### config.mk
export PLATFORM = sky130hd
export DESIGN_NAME = seg_scan_capture
export DESIGN_NICKNAME = d
export VERILOG_FILES = /design/src/rtl/seg_scan_capture.sv
export SDC_FILE = /design/constraint.sdc
export NUM_CORES = 1
export LEC_CHECK = 0
export CAP_MARGIN = 20
export CELL_PAD_IN_SITES_DETAIL_PLACEMENT = 1
export CELL_PAD_IN_SITES_GLOBAL_PLACEMENT = 1
export CORE_MARGIN = 3
export CORE_UTILIZATION = 41
export CTS_CLUSTER_DIAMETER = 30
export DETAILED_ROUTE_END_ITERATION = 6
export GPL_TIMING_DRIVEN = 0
export PLACE_DENSITY = 0.74
export RECOVER_POWER = 25
export SLEW_MARGIN = 10
export SYNTH_ARGS = -nofsm -noshare
export SYNTH_HDL_FRONTEND = slang
export SYNTH_SLANG_ARGS = --single-unit
### constraint.sdc
create_clock -name clock -period 6.6 [get_ports clock]
set_input_delay 1.32 -clock clock [delete_from_list [all_inputs] [get_ports clock]]
set_output_delay 1.32 -clock clock [all_outputs]
set_load 0.01 [all_outputs]
### src/rtl/seg_scan_capture.sv
// Captures a multiplexed 7-segment display bus and turns each digit back into a hex nibble.
// A digit commits only after its pattern repeats on STABLE_COUNT consecutive scans.
module seg_scan_capture #(
    parameter int NUM_DIGITS     = 4,
    parameter int INVERT         = 0,
    parameter int SEL_ACTIVE_LOW = 1,
    parameter int STABLE_COUNT   = 3,
    parameter int TIMEOUT        = 65535
) (
    input  logic                      clock,
    input  logic                      reset_n,
    input  logic [6:0]                seg_in,
    input  logic [NUM_DIGITS-1:0]     sel_in,
    output logic [4*NUM_DIGITS-1:0]   hex_out,
    output logic [NUM_DIGITS-1:0]     digit_valid,
    output logic                      update,
    output logic                      scan_err
);
    localparam int            TW         = $clog2(TIMEOUT + 1);
    localparam logic [TW-1:0] TIMER_MAX  = TW'(TIMEOUT);
    localparam logic [TW-1:0] TIMER_LAST = TW'(TIMEOUT - 1);
    localparam logic [3:0]    CNT_MAX    = 4'(STABLE_COUNT);
    localparam logic [3:0]    CNT_PRE    = 4'(STABLE_COUNT - 1);

    // Inverse of the hex-to-segment decoder; returns {legal, value}.
    function automatic logic [4:0] seg_decode(input logic [6:0] pat);
        case (pat)
            7'h40:   seg_decode = {1'b1, 4'h0};
            7'h79:   seg_decode = {1'b1, 4'h1};
            7'h24:   seg_decode = {1'b1, 4'h2};
            7'h30:   seg_decode = {1'b1, 4'h3};
            7'h19:   seg_decode = {1'b1, 4'h4};
            7'h12:   seg_decode = {1'b1, 4'h5};
            7'h02:   seg_decode = {1'b1, 4'h6};
            7'h78:   seg_decode = {1'b1, 4'h7};
            7'h00:   seg_decode = {1'b1, 4'h8};
            7'h18:   seg_decode = {1'b1, 4'h9};
            7'h08:   seg_decode = {1'b1, 4'hA};
            7'h03:   seg_decode = {1'b1, 4'hB};
            7'h46:   seg_decode = {1'b1, 4'hC};
            7'h21:   seg_decode = {1'b1, 4'hD};
            7'h06:   seg_decode = {1'b1, 4'hE};
            7'h0E:   seg_decode = {1'b1, 4'hF};
            default: seg_decode = {1'b0, 4'h0};
        endcase
    endfunction

    logic [6:0]              seg_s1_q, seg_s1_d, seg_s2_q, seg_s2_d, prev_seg_q, prev_seg_d;
    logic [NUM_DIGITS-1:0]   sel_s1_q, sel_s1_d, sel_s2_q, sel_s2_d, prev_sel_q, prev_sel_d;
    logic [6:0]              cand_q [NUM_DIGITS];
    logic [6:0]              cand_d [NUM_DIGITS];
    logic [3:0]              cnt_q  [NUM_DIGITS];
    logic [3:0]              cnt_d  [NUM_DIGITS];
    logic [TW-1:0]           timer_q, timer_d;
    logic [4*NUM_DIGITS-1:0] hex_q, hex_d;
    logic [NUM_DIGITS-1:0]   valid_q, valid_d;
    logic                    update_q, update_d, scan_err_q, scan_err_d;
    logic [6:0]              seg_norm_s;
    logic [NUM_DIGITS-1:0]   sel_norm_s;
    logic [3:0]              sel_ones_s;
    logic                    sel_change_s, sample_s;
    logic [4:0]              dec_s;

    // Next-state logic: sampling at the trailing select edge, match counting, commit and timeout.
    always_comb begin
        seg_s1_d = seg_in;
        seg_s2_d = seg_s1_q;
        sel_s1_d = sel_in;
        sel_s2_d = sel_s1_q;
        if (INVERT != 0) seg_norm_s = ~seg_s2_q;
        else             seg_norm_s = seg_s2_q;
        if (SEL_ACTIVE_LOW != 0) sel_norm_s = ~sel_s2_q;
        else                     sel_norm_s = sel_s2_q;
        prev_seg_d = seg_norm_s;
        prev_sel_d = sel_norm_s;

        sel_ones_s = 4'd0;
        for (int d = 0; d < NUM_DIGITS; d++) begin
            sel_ones_s = sel_ones_s + {3'b000, prev_sel_q[d]};
        end
        sel_change_s = (sel_norm_s != prev_sel_q);
        sample_s     = sel_change_s && (sel_ones_s == 4'd1);
        scan_err_d   = sel_change_s && (sel_ones_s > 4'd1);
        dec_s        = seg_decode(prev_seg_q);

        cand_d  = cand_q;
        cnt_d   = cnt_q;
        hex_d   = hex_q;
        valid_d = valid_q;
        timer_d = timer_q;

        if (sample_s) begin
            timer_d = '0;
            for (int d = 0; d < NUM_DIGITS; d++) begin
                if (prev_sel_q[d] && (prev_seg_q == cand_q[d])) begin
                    if (cnt_q[d] != CNT_MAX) cnt_d[d] = cnt_q[d] + 4'd1;
                    else                     cnt_d[d] = cnt_q[d];
                    // Commit only on the transition into saturation.
                    if (cnt_q[d] == CNT_PRE) begin
                        if (dec_s[4]) begin
                            hex_d[4*d +: 4] = dec_s[3:0];
                            valid_d[d]      = 1'b1;
                        end else begin
                            valid_d[d]      = 1'b0;
                        end
                    end else begin
                        valid_d[d] = valid_q[d];
                    end
                end else if (prev_sel_q[d]) begin
                    cand_d[d] = prev_seg_q;
                    cnt_d[d]  = 4'd1;
                end else begin
                    cnt_d[d]  = cnt_q[d];
                end
            end
        end else if (timer_q != TIMER_MAX) begin
            timer_d = timer_q + TW'(1);
            if (timer_q == TIMER_LAST) begin
                valid_d = '0;
                for (int d = 0; d < NUM_DIGITS; d++) begin
                    cand_d[d] = 7'h7F;
                    cnt_d[d]  = 4'd0;
                end
            end else begin
                valid_d = valid_q;
            end
        end else begin
            timer_d = timer_q;
        end

        update_d = (hex_d != hex_q) || (valid_d != valid_q);
    end

    // State and output registers.
    always_ff @(posedge clock or negedge reset_n) begin
        if (!reset_n) begin
            seg_s1_q   <= 7'h00;
            seg_s2_q   <= 7'h00;
            sel_s1_q   <= '0;
            sel_s2_q   <= '0;
            prev_seg_q <= 7'h00;
            prev_sel_q <= '0;
            for (int d = 0; d < NUM_DIGITS; d++) begin
                cand_q[d] <= 7'h7F;
                cnt_q[d]  <= 4'd0;
            end
            timer_q    <= '0;
            hex_q      <= '0;
            valid_q    <= '0;
            update_q   <= 1'b0;
            scan_err_q <= 1'b0;
        end else begin
            seg_s1_q   <= seg_s1_d;
            seg_s2_q   <= seg_s2_d;
            sel_s1_q   <= sel_s1_d;
            sel_s2_q   <= sel_s2_d;
            prev_seg_q <= prev_seg_d;
            prev_sel_q <= prev_sel_d;
            cand_q     <= cand_d;
            cnt_q      <= cnt_d;
            timer_q    <= timer_d;
            hex_q      <= hex_d;
            valid_q    <= valid_d;
            update_q   <= update_d;
            scan_err_q <= scan_err_d;
        end
    end

    assign hex_out     = hex_q;
    assign digit_valid = valid_q;
    assign update      = update_q;
    assign scan_err    = scan_err_q;
endmodule

==> results of run 1 <==
-- report_power, final --
group / switching (W) / internal, W / leakage, nW
Clock: 0.000326 / 0.000699 / 0.317
Combinational: 0.000187 / 0.000130 / 1.13
Sequential: 0.0000677 / 0.000827 / 1.42
Total: 0.000581 / 0.00166 / 2.87
-- worst max-delay path: cells and delay by family (launching register included) --
| family | cells | cell delay [ns] |
|---|---|---|
| flip-flops | 1 | 0.45 |
| buffers and inverters | 5 | 1.00 |
| AO/OA/AOI/OAI | 3 | 0.99 |
| adder cells (fa/ha/maj) | 3 | 0.94 |
| AND/OR/NAND/NOR | 3 | 0.68 |
-- layer usage --
| layer | part of all wire (%) | global-route usage, % | up-vias |
|---|---|---|---|
| met5 | 0 | 0 | - |
| met2 | 49 | 35.7 | 92 |
| li1 | - | - | 2133 |
| met4 | 2.1 | 9.51 | 0 |
| met1 | 45 | 28.2 | 2307 |
| met3 | 3.5 | 4.63 | 29 |
-- state kept, by name (all words and copies together), names as in the netlist, 4 cells and up --
name / count
cand_q: 28
cnt_q: 16
digit_valid: 4
hex_out: 16
prev_seg_d: 7
prev_seg_q: 7
prev_sel_q: 4
seg_s1_q: 7
sel_s1_q: 4
sel_s2_q: 4
timer_q: 16
-- final cells by class --
cell class,count,area [sq um]
plain buffers,29,169
clock buffers,23,478
clock inverters,9,176
fillers,1513,6480
inverters,28,105
multi-input cells,403,2530
flip-flops and latches,115,2910
well taps,176,220
repair buffers,37,372
-- stage by stage --
step	total power (W)	hold WS, ns
5_1_grt	0.00234	0.349
3_5_place_dp	0.00122	0.336
2_1_floorplan	0.00111	0.331
3_3_place_gp	0.00120	0.332
4_1_cts	0.00226	0.346
6_report	0.00224	0.342
-- cell families after synthesis --
kind of cell	synth area share [%]
AO/OA/AOI/OAI	14.2
adder cells (fa/ha/maj)	3.19
XOR/XNOR	8.42
AND/OR/NAND/NOR	18.5
flip-flops	50.9
buffers and inverters	4.79
-- how the worst max path moves through the flow --
stage	start	end	slack, ns	cells after the start
2_1_floorplan	prev_sel_q[0]	update	3.33	14
3_3_place_gp	reset_n	prev_sel_q[3]	-0.12	1
3_5_place_dp	prev_sel_q[0]	cand_q[27]	2.52	14
4_1_cts	prev_sel_q[0]	cand_q[27]	2.43	14
5_1_grt	prev_sel_q[0]	update	1.99	14
6_report	prev_sel_q[0]	cand_q[27]	2.45	14
-- placed cells by master (no fill, tap or decap), types with 6 or more instances in the layout --
cell type and n:
inv_1 28, xnor2_1 39, clkbuf_16 17, nor4_1 6, nand4_1 20, dfrtp_1 87, ha_1 13, nor3_1 9
nor2_1 67, and3_1 7, buf_2 13, or3_1 6, clkdlybuf4s50_1 30, o21ai_0 28, nand3_1 11, dfstp_2 28
nand2_1 47, clkbuf_1 14, a21oi_1 48, xor2_1 16
==> results.sh, run 1 <==
export IMPL_reg2reg_depth=14
export IMPL_tritoncts="built"
export IMPL_crit_chain="inv_1 -> fa_1 -> inv_1 -> ha_1 -> inv_1 -> ha_1 -> nor3b_1 -> o41a_1 -> clkbuf_1 -> nand2_1 -> a21oi_1 -> buf_2 -> nor2_1 -> a21oi_1"
export IMPL_rsz0062_at_grt="no"
export IMPL_final_util_pct=51.8
export IMPL_final_min_clock_period_ns=4.15
export IMPL_violations="max-capacitance violations, max-slew violations"
export IMPL_path_clk_slew_ns=0.05
export IMPL_grt_max_degree=78
export IMPL_finalSetupViolCount=0
export IMPL_p_per_area_nw_per_um2=321
export IMPL_grt_pass1_vias=4939
export IMPL_postLayoutSetupSlackWorst_ns=2.45
export IMPL_ir_worst_vdd_v=0.000188
export IMPL_grt_pass1_wl_um=25800
export IMPL_setup_tns_final_ns=0
export IMPL_cp_common_cell="inv_1"
export IMPL_hold_end="prev_seg_d[0]"
export IMPL_placed_cell_area_sq_um=6320
export IMPL_grt_total_usage_pct=21.9
export IMPL_finalNonFillerCells=820
export IMPL_start_util_pct=42.5
export IMPL_worst_slew_pin_transition_ns=2.16
export IMPL_synth_top_area_share_pct=38.0
export IMPL_drive_gt1_share_pct=14.4
export IMPL_syn_nets=602
export IMPL_synth_distinct_cells=66
export IMPL_gp_congestion=0.786
export IMPL_rows=42
export IMPL_grt_remaining_overflow=0
export IMPL_synthArstFlopShare_pct=100
export IMPL_first_iter_violations=284
export IMPL_synthTopCellsByArea="dfrtp_1, dfstp_2, xnor2_1"
export IMPL_yosysWarnings=0
export IMPL_core_area_sq_um=13500
export IMPL_cpPeakStageDelay_ns=0.57
export IMPL_setup_worst_path_start_class="register"
export IMPL_r2r_end="cand_q[27]"
export IMPL_vias=4561
export IMPL_dr_pass1_iters=4
export IMPL_clockBufferDepth=2
export IMPL_reg2reg_from="prev_sel_q[0]"
export IMPL_die_w_um=124
export IMPL_fin_nets=658
export IMPL_yosys_area_top_type="dfrtp_1"
export IMPL_reg2reg_setup_slack_ns=2.45
export IMPL_fin_area_sq_um=6970
export IMPL_ant_nets=0
export IMPL_worstPathArrival_ns=4.50
export IMPL_die_h_um=124
export IMPL_syn_area_sq_um=5720
export IMPL_hold_path_class="register to register"
export IMPL_min_delay_start="seg_s1_q[0]"
export IMPL_max_slew_margin_pct=-44.0
export IMPL_max_cap_violations=1
export IMPL_num_io_pins=35
export IMPL_synth_edf_count=0
export IMPL_synth_common_cells="dfrtp_1, nor2_1, a21oi_1, nand2_1, xnor2_1"
export IMPL_drv_slew=39
export IMPL_numClockSinks=115
export IMPL_diodes=0
export IMPL_clk_latency_ns=0.43
export IMPL_hpwl_um=10900
export IMPL_htree_num_levels=4
export IMPL_dp_cells=787
export IMPL_worst_ep_required_time_ns=6.95
export IMPL_synth_ff_type="dfrtp_1"
export IMPL_viasPerCell=5.56
export IMPL_preCtsSetupSlack_ns=2.52
export IMPL_port_buffers=34
export IMPL_p_leak_nw=2.87
export IMPL_synth_seq_area_share_pct=50.9
export IMPL_wl_per_cell_um=19.0
export IMPL_critPathCaptureType="register"
export IMPL_synth_most_common_cell="dfrtp_1"
export IMPL_wirelength_um=15500
export IMPL_post_cts_buffers=0
export IMPL_status="finished with violations"
export IMPL_crit_slowest_cell="a21oi_1"
export IMPL_post_route_period_util_pct=62.9
export IMPL_area_growth_pct=21.8
export IMPL_cts_root_buf="clkbuf_16"
export IMPL_hold_depth=0
export IMPL_hold_violations=0
export IMPL_drc=0
export IMPL_syn_mean_instance_area_sq_um=9.95
export IMPL_path_class="register to register"
export IMPL_cts_buffers=17
export IMPL_ys_ff_latch=115
export IMPL_finalClockSkew_ns=0.0101
export IMPL_die_area_sq_um=15400
export IMPL_antenna_found_initial=0
export IMPL_post_cts_resize_count=0
export IMPL_max_freq_mhz=241
export IMPL_syn_inst=575
export IMPL_worst_path_max_fanout=10
export IMPL_holdBufCountCts=0
(Power assumes the default switching activity.)
==> run 2, diff against run 1 <==
clock period = 4.2 ns   (was 6.6 ns; I/O delays follow)
==> run 2 against run 1 <==
The run still ends with max-capacitance violations, max-slew violations left. Register-to-register slack worse by 2.0 ns. Sequential share of layout area fell by 0.22 points. Via count increased by 0.13%. Critical path depth is the same. Wire length increased by 0.71%. Clock-buffer cell count unchanged. Sequential power increased by 58%. Critical endpoint is now update.
==> results.sh, run 2 (synthesized netlist as in run 1, its figures left out) <==
export IMPL_worst_ep_required_time_ns=4.54
export IMPL_setup_worst_path_start_class="register"
export IMPL_power_switching_w=0.000918
export IMPL_grt_total_usage_pct=21.9
export IMPL_holdBufCountCts=0
export IMPL_drc=0
export IMPL_drv_slew=39
export IMPL_reg2reg_setup_slack_ns=0.48
export IMPL_gp_congestion=0.786
export IMPL_wirelength_um=15600
export IMPL_first_iter_violations=268
export IMPL_max_slew_margin_pct=-44.3
export IMPL_final_common_cell="dfrtp_1"
export IMPL_path_class="register to register"
export IMPL_grt_max_degree=78
export IMPL_violations="max-capacitance violations, max-slew violations"
export IMPL_largest_register="cand_q"
export IMPL_num_io_pins=35
export IMPL_htree_num_levels=4
export IMPL_antenna_found_initial=0
export IMPL_clockPowerShare_pct=45.7
export IMPL_finalSetupViolCount=0
export IMPL_postLayoutSetupSlackWorst_ns=0.478
export IMPL_start_util_pct=42.5
export IMPL_path_clk_slew_ns=0.05
export IMPL_largest_register_ffs=28
export IMPL_grt_pass1_vias=4939
export IMPL_final_min_clock_period_ns=3.72
export IMPL_dr_pass1_iters=4
export IMPL_p_int_w=0.00260
export IMPL_combPwrFrac_pct=14.4
export IMPL_post_route_period_util_pct=88.6
export IMPL_hold_violations=0
export IMPL_status="finished with violations"
export IMPL_rsz0062_at_grt="no"
export IMPL_ant_nets=0
export IMPL_die_w_um=124
export IMPL_worst_path_max_fanout=10
export IMPL_tritoncts="built"
export IMPL_viasPerCell=5.57
export IMPL_port_buffers=34
export IMPL_drive_gt1_share_pct=15.4
export IMPL_die_area_sq_um=15400
export IMPL_ir_worst_vdd_v=0.000291
export IMPL_core_area_sq_um=13500
export IMPL_sequentialPowerShare_pct=39.9
export IMPL_rows=42
export IMPL_mostFrequentLayoutCells="dfrtp_1, nor2_1, a21oi_1, nand2_1, xnor2_1"
export IMPL_critPathCaptureType="register"
export IMPL_cts_buffers=17
export IMPL_wl_per_cell_um=19.1
export IMPL_worst_slew_pin_transition_ns=2.16
export IMPL_grt_pass1_wl_um=25800
export IMPL_p_per_area_nw_per_um2=503
export IMPL_setup_tns_final_ns=0
export IMPL_max_freq_mhz=269
export IMPL_grt_remaining_overflow=0
export IMPL_fin_nets=658
export IMPL_swShare_pct=26.1
export IMPL_clk_latency_ns=0.42
export IMPL_cts_root_buf="clkbuf_16"
export IMPL_max_cap_violations=1
export IMPL_preCtsSetupSlack_ns=0.125
export IMPL_numClockSinks=115
export IMPL_p_leak_nw=2.89
export IMPL_clockBufferDepth=2
export IMPL_area_growth_pct=22.4
export IMPL_hpwl_um=10900
export IMPL_vias=4567
export IMPL_hold_path_class="register to register"
export IMPL_worstPathArrival_ns=4.07
export IMPL_die_h_um=124
export IMPL_finalClockSkew_ns=0.00786
export IMPL_final_util_pct=52.1
export IMPL_diodes=0
## run 2: repair_timing
item,in CTS,in global routing
setup endpoints to repair,0,27
buffers inserted,0,0
resized for setup,0,8
## run 2: power groups by stage
stage	Combinational, W	Sequential (W)	Clock [W]
finish	0.000507	0.00141	0.00161
global route	0.000570	0.00143	0.00169
CTS	0.000506	0.00141	0.00164
detailed placement	0.000498	0.00142	0
global placement	0.000466	0.00142	0
floorplan	0.000351	0.00140	0
## run 2: path summary, 6_finish.rpt
kind,from,to,cells after the start
min in group asynchronous,reset_n,prev_seg_q[0],1
min reg2reg,seg_s1_q[0],prev_seg_d[0],0
max,prev_sel_q[0],update,14
min,seg_s1_q[0],prev_seg_d[0],0
max in group asynchronous,reset_n,cand_q[10],2
max reg2reg,prev_sel_q[0],update,14
## run 2: per-layer routing
layer	vias up	share of wire [%]	wire length, um	track usage (%)
li1	2134	-	-	-
met1	2302	44	6930	28.2
met2	101	49	7730	35.7
met3	30	4.0	626	4.63
met4	0	2.3	361	9.51
met5	-	0	0	0
## run 2: critical path: stages (launching register included)
cell and delay (ns):
dfrtp_1 0.45, inv_1 0.10, fa_1 0.53, inv_1 0.05
ha_1 0.20, inv_1 0.06, ha_1 0.22, nor3b_2 0.29
o41ai_2 0.20, buf_4 0.24, nor4_2 0.51, o21ai_1 0.34
a31oi_1 0.25, a2111oi_0 0.10, nand4_1 0.11
## run 2: cell type report
class | count | area, sq um
plain buffers | 29 | 170
well taps | 176 | 220
clock buffers | 23 | 478
multi-input cells | 403 | 2570
fillers | 1509 | 6450
repair buffers | 37 | 372
clock inverters | 9 | 176
flip-flops and latches | 115 | 2910
inverters | 28 | 105
## run 2: through the flow
step                hold slack [ns]  area [sq um]  total power [W]  std cells
global route                  0.349          7000          0.00369        820
floorplan                     0.331          5720          0.00175        575
global placement              0.332          6280          0.00188        785
CTS                           0.321          6970          0.00355        819
detailed placement            0.336          6320          0.00192        787
finish                        0.342          7000          0.00352        820
